`src/rtl/io_bus_master.sv`:
```
// io_bus_master: CPU-side initiator for the external IO bus.
// Turns single CPU load/store requests into cs/rd/wr cycles on the IO device
// and returns read data on the device's rdy handshake. Also latches the
// device interrupt as a pending CPU interrupt and returns an ack pulse.
// Optional feature macro: IO_TIMEOUT_EN (READ aborts to ERROR after TIMEOUT
// cycles without io_rdy). Without it READ waits indefinitely and cpu_err is 0.
module io_bus_master #(
  parameter int ADDR_W     = 32,
  parameter int DATA_W     = 32,
  parameter int ACK_CYCLES = 1,
  parameter int TIMEOUT    = 16
) (
  input  logic              sys_clk,
  input  logic              reset,
  input  logic              cpu_req,
  input  logic              cpu_we,
  input  logic [ADDR_W-1:0] cpu_addr,
  input  logic [DATA_W-1:0] cpu_wdata,
  output logic [DATA_W-1:0] cpu_rdata,
  output logic              cpu_done,
  output logic              cpu_err,
  output logic              cpu_busy,
  output logic              cpu_intr,
  input  logic              cpu_intr_ack,
  output logic [ADDR_W-1:0] io_address,
  output logic [DATA_W-1:0] io_out,
  input  logic [DATA_W-1:0] io_in,
  output logic              io_cs,
  output logic              io_rd,
  output logic              io_wr,
  input  logic              io_rdy,
  input  logic              io_intr,
  output logic              io_intr_ack
);

  localparam int ACK_W = $clog2(ACK_CYCLES + 1);

  // Both lengths must be at least one cycle for the pulse/timeout logic to work.
  if (ACK_CYCLES < 1 || TIMEOUT < 1) begin : g_bad_param
    $error("io_bus_master: ACK_CYCLES and TIMEOUT must be >= 1");
  end

  typedef enum logic [2:0] {
    S_IDLE,
    S_READ,
    S_WRITE,
    S_DONE,
    S_ERROR
  } state_t;

  state_t state, state_nxt;

`ifdef IO_TIMEOUT_EN
  localparam int TO_W = $clog2(TIMEOUT + 1);
  logic [TO_W-1:0] to_cnt;

  // Counts cycles spent in READ; zero whenever outside READ, so it is
  // already cleared on the first READ cycle.
  always_ff @(posedge sys_clk) begin
    if (reset || state != S_READ) to_cnt <= '0;
    else                          to_cnt <= to_cnt + 1'b1;
  end
`endif

  // Next-state logic; io_rdy is checked before the timeout so a late
  // response on the final allowed cycle still completes normally.
  always_comb begin
    state_nxt = state;
    case (state)
      S_IDLE:  if (cpu_req) state_nxt = cpu_we ? S_WRITE : S_READ;
      S_WRITE: state_nxt = S_DONE;
      S_READ: begin
        if (io_rdy) state_nxt = S_DONE;
`ifdef IO_TIMEOUT_EN
        else if (to_cnt == TO_W'(TIMEOUT - 1)) state_nxt = S_ERROR;
`endif
      end
      S_DONE:  state_nxt = S_IDLE;
      S_ERROR: state_nxt = S_IDLE;
      default: state_nxt = S_IDLE;
    endcase
  end

  // State register plus strobes registered from the next state, so every
  // output is a flop that tracks the state it belongs to.
  always_ff @(posedge sys_clk) begin
    if (reset) begin
      state    <= S_IDLE;
      io_cs    <= 1'b0;
      io_rd    <= 1'b0;
      io_wr    <= 1'b0;
      cpu_busy <= 1'b0;
      cpu_done <= 1'b0;
      cpu_err  <= 1'b0;
    end else begin
      state    <= state_nxt;
      io_cs    <= (state_nxt == S_READ) || (state_nxt == S_WRITE);
      io_rd    <= (state_nxt == S_READ);
      io_wr    <= (state_nxt == S_WRITE);
      cpu_busy <= (state_nxt != S_IDLE);
      cpu_done <= (state_nxt == S_DONE) || (state_nxt == S_ERROR);
      cpu_err  <= (state_nxt == S_ERROR);
    end
  end

  // Request capture in IDLE and read-data capture on the rdy handshake;
  // cpu_rdata is left untouched by a timed-out read.
  always_ff @(posedge sys_clk) begin
    if (reset) begin
      io_address <= '0;
      io_out     <= '0;
      cpu_rdata  <= '0;
    end else begin
      if (state == S_IDLE && cpu_req) begin
        io_address <= cpu_addr;
        io_out     <= cpu_wdata;
      end
      if (state == S_READ && io_rdy) cpu_rdata <= io_in;
    end
  end

  logic             intr_q;
  logic             pending;
  logic [ACK_W-1:0] ack_cnt;
  logic             intr_rise;
  logic             ack_fire;

  assign intr_rise   = io_intr & ~intr_q;
  assign ack_fire    = cpu_intr_ack & pending;
  assign cpu_intr    = pending;
  assign io_intr_ack = (ack_cnt != '0);

  // Interrupt termination: a new edge wins over a same-cycle ack so it is
  // never lost; the ack pulse still goes out for the interrupt being cleared.
  always_ff @(posedge sys_clk) begin
    if (reset) begin
      intr_q  <= 1'b0;
      pending <= 1'b0;
      ack_cnt <= '0;
    end else begin
      intr_q <= io_intr;
      if (intr_rise)         pending <= 1'b1;
      else if (cpu_intr_ack) pending <= 1'b0;
      if (ack_fire)            ack_cnt <= ACK_W'(ACK_CYCLES);
      else if (ack_cnt != '0)  ack_cnt <= ack_cnt - 1'b1;
    end
  end

endmodule

```
`config.mk`:
```
export PLATFORM = sky130hd
export DESIGN_NAME = io_bus_master
export DESIGN_NICKNAME = d
export VERILOG_FILES = /design/src/rtl/io_bus_master.sv
export SDC_FILE = /design/constraint.sdc
export NUM_CORES = 1
export LEC_CHECK = 0
export ABC_AREA = 0
export CORE_MARGIN = 3
export CORE_UTILIZATION = 42
export DETAILED_ROUTE_END_ITERATION = 10
export PLACE_DENSITY_LB_ADDON = 0.2
export SLEW_MARGIN = 10
export SYNTH_ARGS = -nofsm -noshare
export SYNTH_HDL_FRONTEND = slang
export SYNTH_SLANG_ARGS = --single-unit
```
`constraint.sdc`:
```
create_clock -name sys_clk -period 2.18 [get_ports sys_clk]
set_input_delay 0.654 -clock sys_clk [delete_from_list [all_inputs] [get_ports sys_clk]]
set_output_delay 0.654 -clock sys_clk [all_outputs]
set_load 0.05 [all_outputs]
```
; Yosys cells after proc, flatten, opt, wreduce, memory -nomap -nowiden
; Index checks and enable logic that the tools add are counted.
[classes]
shift = 0
multipliers = 0
bitwise_logic = 3
eq_ne = 6
addsub = 1
div_mod_pow = 0
muxes = 8
magnitude_cmp = 0
n_reduce_logical = 7
[ops]
columns = operator, count
row1 = 3-bit by 2-bit == test with 1-bit output (second input constant), 3
row2 = 3-bit case mux with 3 select lines, 1
row3 = 3-bit by 1-bit == test with 1-bit output (second input constant), 2
row4 = 3-bit two-way mux, 2
row5 = 1-bit two-way mux, 4
row6 = 3-bit == test (second input constant), 1
row7 = 3-bit logical NOT, 1
row8 = 3-bit nonzero test, 1
row9 = 1-bit AND, 2
row10 = 1-bit logical AND, 2
row11 = 1-bit logical OR, 2
row12 = 2-bit two-way mux, 1
row13 = 2-bit nonzero test, 1
row14 = 1-bit NOT, 1
row15 = 1-bit subtractor (second input constant), 1
[totals]
wordCells = 38
regBits = 108
input_bits = 103
output_inout_bits = 104
romBits = 0
latch_bits = 0
memories = 0
mem_bits_rw = 0

; Logic depth before layout (Yosys ltp)
[logic_depth]
word_depth = 5
mapped_depth = 6
ltp_nobuf = 3

; Worst setup path before layout
; OpenSTA, ideal clock, no wires.
[synth_timing]
path_type = input -> register
from = input port reset
to = register io_address[16]
arrival_time_ps = 1526
slack_ps = 521
n_path_buf = 3
cell_stages = 4
required_time_ps = 2048
cell_sequence = clkbuf_1 > clkbuf_1 > clkbuf_1 > a21oi_1
[synth_lines]
columns = element, line_no
row1 = "start, declared", 14  ; input logic reset,
row2 = "end signal, assigned", 115  ; io_address <= cpu_addr;
row3 = "end, declared", 25  ; output logic [ADDR_W-1:0] io_address,
; No word-level cell between the ends.

; Worst setup path after layout
[layout_timing]
from = register cpu_done
to = output port cpu_done
[layout_lines]
columns = element, line_no
row1 = "start, declared", 20  ; output logic cpu_done,
row2 = "start signal, assigned", 101  ; cpu_done <= (state_nxt == S_DONE) || (state_nxt == S_ERROR);
; No word-level cell between the ends.

==> impl_metrics.py <==
metrics = {
    "status": {
        "status": "completed",
    },
    "timing": {
        "period_needed_ns": 2.14,
        "relSlewSlack": 0.645,
        "hold_viol": 0,
        "fin_setup_tns_ns": 0,
        "skew_ns": 0.0125,
        "setup_viol": 0,
        "fin_crit_sh": 0.979,
        "max_freq_ghz": 0.468,
        "tightest_slew_ns": 0.531,
        "rsz0062_at_grt": "false",
        "report.final.slew_viol_count": 0,
        "whs_ns": 0.454,
    },
    "layout": {
        "final_core_util": 0.688,
        "diodes": 0,
        "area_growth_pct": 58.2,
        "finalInstanceArea_mm2": 0.00603,
        "fin_nets": 757,
        "regArea_mm2": 0.00216,
        "fillers": 731,
        "multi_input_area_mm2": 0.00144,
        "drive_gt1_frac": 0.0789,
    },
    "die": {
        "ioPinCount": 207,
        "die_h_um": 101,
        "core_mm2": 0.00876,
        "rows": 34,
        "initial_utilization": 0.435,
        "dieArea_mm2": 0.0103,
        "die_x_um": 101,
    },
    "worst_hold_path": {
        "min_path_cells": 2,
        "min_to": "io_address[26]",
        "min_from": "io_address[26]",
        "hold_path_class": "reg -> reg",
    },
    "placed_design": {
        "dpl.hpwl_um": 7590,
        "dpl_cell_area_mm2": 0.00586,
        "routabilityCongestion": 0.829,
        "port_buffers": 206,
    },
    "critical_path": {
        "cp_cell_sequence": "clkdlybuf4s50_1",
        "ff2ff_path_depth": 4,
        "end_kind": "output port",
        "startpoint_type": "flop",
        "critPathMaxStageDelay_ns": 0.80,
        "critical_path.top_delay_family": "buffers and inverters",
        "slowest_stage": "clkdlybuf4s50_1",
        "path_class": "reg -> out",
        "critPathMaxFanout": 1,
        "cp.arrival_ns": 1.48,
        "rr_startpoint": "state[0]",
        "r2r_slack_ns": 0.42,
        "crit_buf_inv": 1,
        "worstPathRequired_ns": 1.53,
        "r2r-end": "io_out[1]",
    },
    "yosys": {
        "synthFlopType": "dfxtp_1",
        "synth_enable_flop_cells": 0,
        "seq_area_frac_synth": 0.567,
        "syn_area_per_cell_um2": 8.25,
        "syn_inst": 462,
        "ys_ff_latch": 108,
        "ys_async_sr_fraction": 0,
        "synth_area_mm2": 0.00381,
        "yosys.cell_types.count": 26,
        "yosys_warnings": 0,
    },
    "grt": {
        "grt_pass1_vias": 3500,
        "antenna_found_initial": 0,
        "grt-ovfl-total": 0,
        "track_usage": 0.204,
        "grt_first_pass_wirelength_um": 16700,
        "grt_max_degree": 100,
    },
    "drt": {
        "wire_per_inst_um": 14.0,
        "drc_errors": 0,
        "first_iter_violations": 124,
        "via_per_inst": 4.85,
        "ant_nets": 0,
        "dr.pass1.iters": 4,
        "vias": 3718,
        "wirelength_um": 10800,
    },
    "power_and_ir_drop": {
        "p_per_area_mw_per_mm2": 672,
        "p_leak_nw": 2.82,
        "ir_drop_uv": 402,
    },
    "clock_network": {
        "cts.sinks": 108,
        "insertion_delay_ns": 0.36,
        "path_clk_slew_ns": 0.09,
        "cts_root_buf": "clkbuf_8",
        "cts-buffers-inserted": 9,
        "cts_buffer_depth": 2,
        "htreeDepth": 3,
        "cts_tree": "done",
        "hold_buffers": 0,
    },
    "run": {
        "drv_cap": 0,
    },
}
## cells in the final DEF (no fill, tap or decap), drive strengths merged, types with 2 or more instances in the layout
master	Yosys	routed
a211oi	3	3
a21oi	99	99
buf	20	33
clkbuf	15	11
clkdlybuf4s50	0	103
clkinvlp	0	3
conb	1	2
dfxtp	108	108
dlygate4sd2	0	57
dlymetal6s2s	0	22
inv	1	2
nand2	193	193
nand2b	4	4
nor2	4	4
nor2b	2	2
## synthesized netlist by cell type, drive strengths merged (2+ instances only)
master | number | area, µm²
a21oi | 99 | 495
a211oi | 3 | 27.5
nor2b | 2 | 12.5
nand2b | 4 | 25.0
clkbuf | 15 | 56.3
nand2 | 193 | 724
buf | 20 | 183
nor2 | 4 | 15.0
dfxtp | 108 | 2160
## cells by family (layout without fill, tap and decap cells)
logic type      after synthesis  after routing  share of synthesized area
compound gates              106            106                      0.145
buf+inv                      36            232                     0.0637
flops                       108            108                      0.567
other cells                   1              2                   0.000984
simple gates                211            211                      0.223
## power by group
part           switching (W)  total, W  internal (W)
sequential         0.0000412   0.00209       0.00205
combinational       0.000444  0.000759      0.000315
clock               0.000667   0.00120      0.000537
total                0.00115   0.00405       0.00290
## through the flow
stage	cells	total power, W	setup slack, ns
final	767	0.00405	0.0449
after global routing	767	0.00424	0.00624
after CTS	767	0.00410	0.000984
after detailed placement	751	0.00292	-0.135
after global placement	751	0.00291	-0.111
after floorplan	463	0.00257	0.521
## sequential cells by signal, indices dropped and copies added, names as in the netlist
| register | count |
|---|---|
| io_rd | 1 |
| io_wr | 1 |
| cpu_busy | 1 |
| io_out | 32 |
| cpu_err | 1 |
| cpu_intr | 1 |
| io_cs | 1 |
| intr_q | 1 |
| io_address | 32 |
| cpu_done | 1 |
| cpu_rdata | 32 |
| io_intr_ack | 1 |
| state | 3 |
## worst max-delay path by stage
stage,startpoint,endpoint,slack (ns),depth (start not counted)
final,cpu_done,cpu_done,0.04,1
after global routing,cpu_done,cpu_done,0.006,1
after CTS,io_address[5],io_address[5],0.001,1
after detailed placement,cpu_req,io_out[1],-0.13,5
after global placement,cpu_req,io_out[9],-0.11,5
after floorplan,reset,io_address[16],0.52,4
## layer usage
layer  global-route usage  wire (µm)  up-vias
li1                     -          -     1861
met1                0.244       4290     1692
met2                0.338       5140      143
met3               0.0647       1030       22
met4               0.0849        291        0
met5                    0          0        -
## cell type report
type | count | share of cell area
multi-input cells | 319 | 0.238
repair buffers | 215 | 0.349
clock inverters | 5 | 0.0102
well taps | 108 | 0.0224
flip-flops and latches | 108 | 0.358
inverters | 1 | 0.000622
clock buffers | 11 | 0.0218
## what timing repair did
action	in CTS	in global routing
cloned	0	0
gates resized for setup	57	22
buffers inserted	0	0
endpoints found under the setup margin	57	22
## worst reg2reg max path: cells and delay by family, from the launching register on
kind,cells,cell delay [ns]
DFF,1,0.46
AOI/OAI and AO/OA,1,0.06
and+or+nand+nor,2,0.89
buffers and inverters,1,0.22
Note: power is estimated with default switching activity, not from simulation.
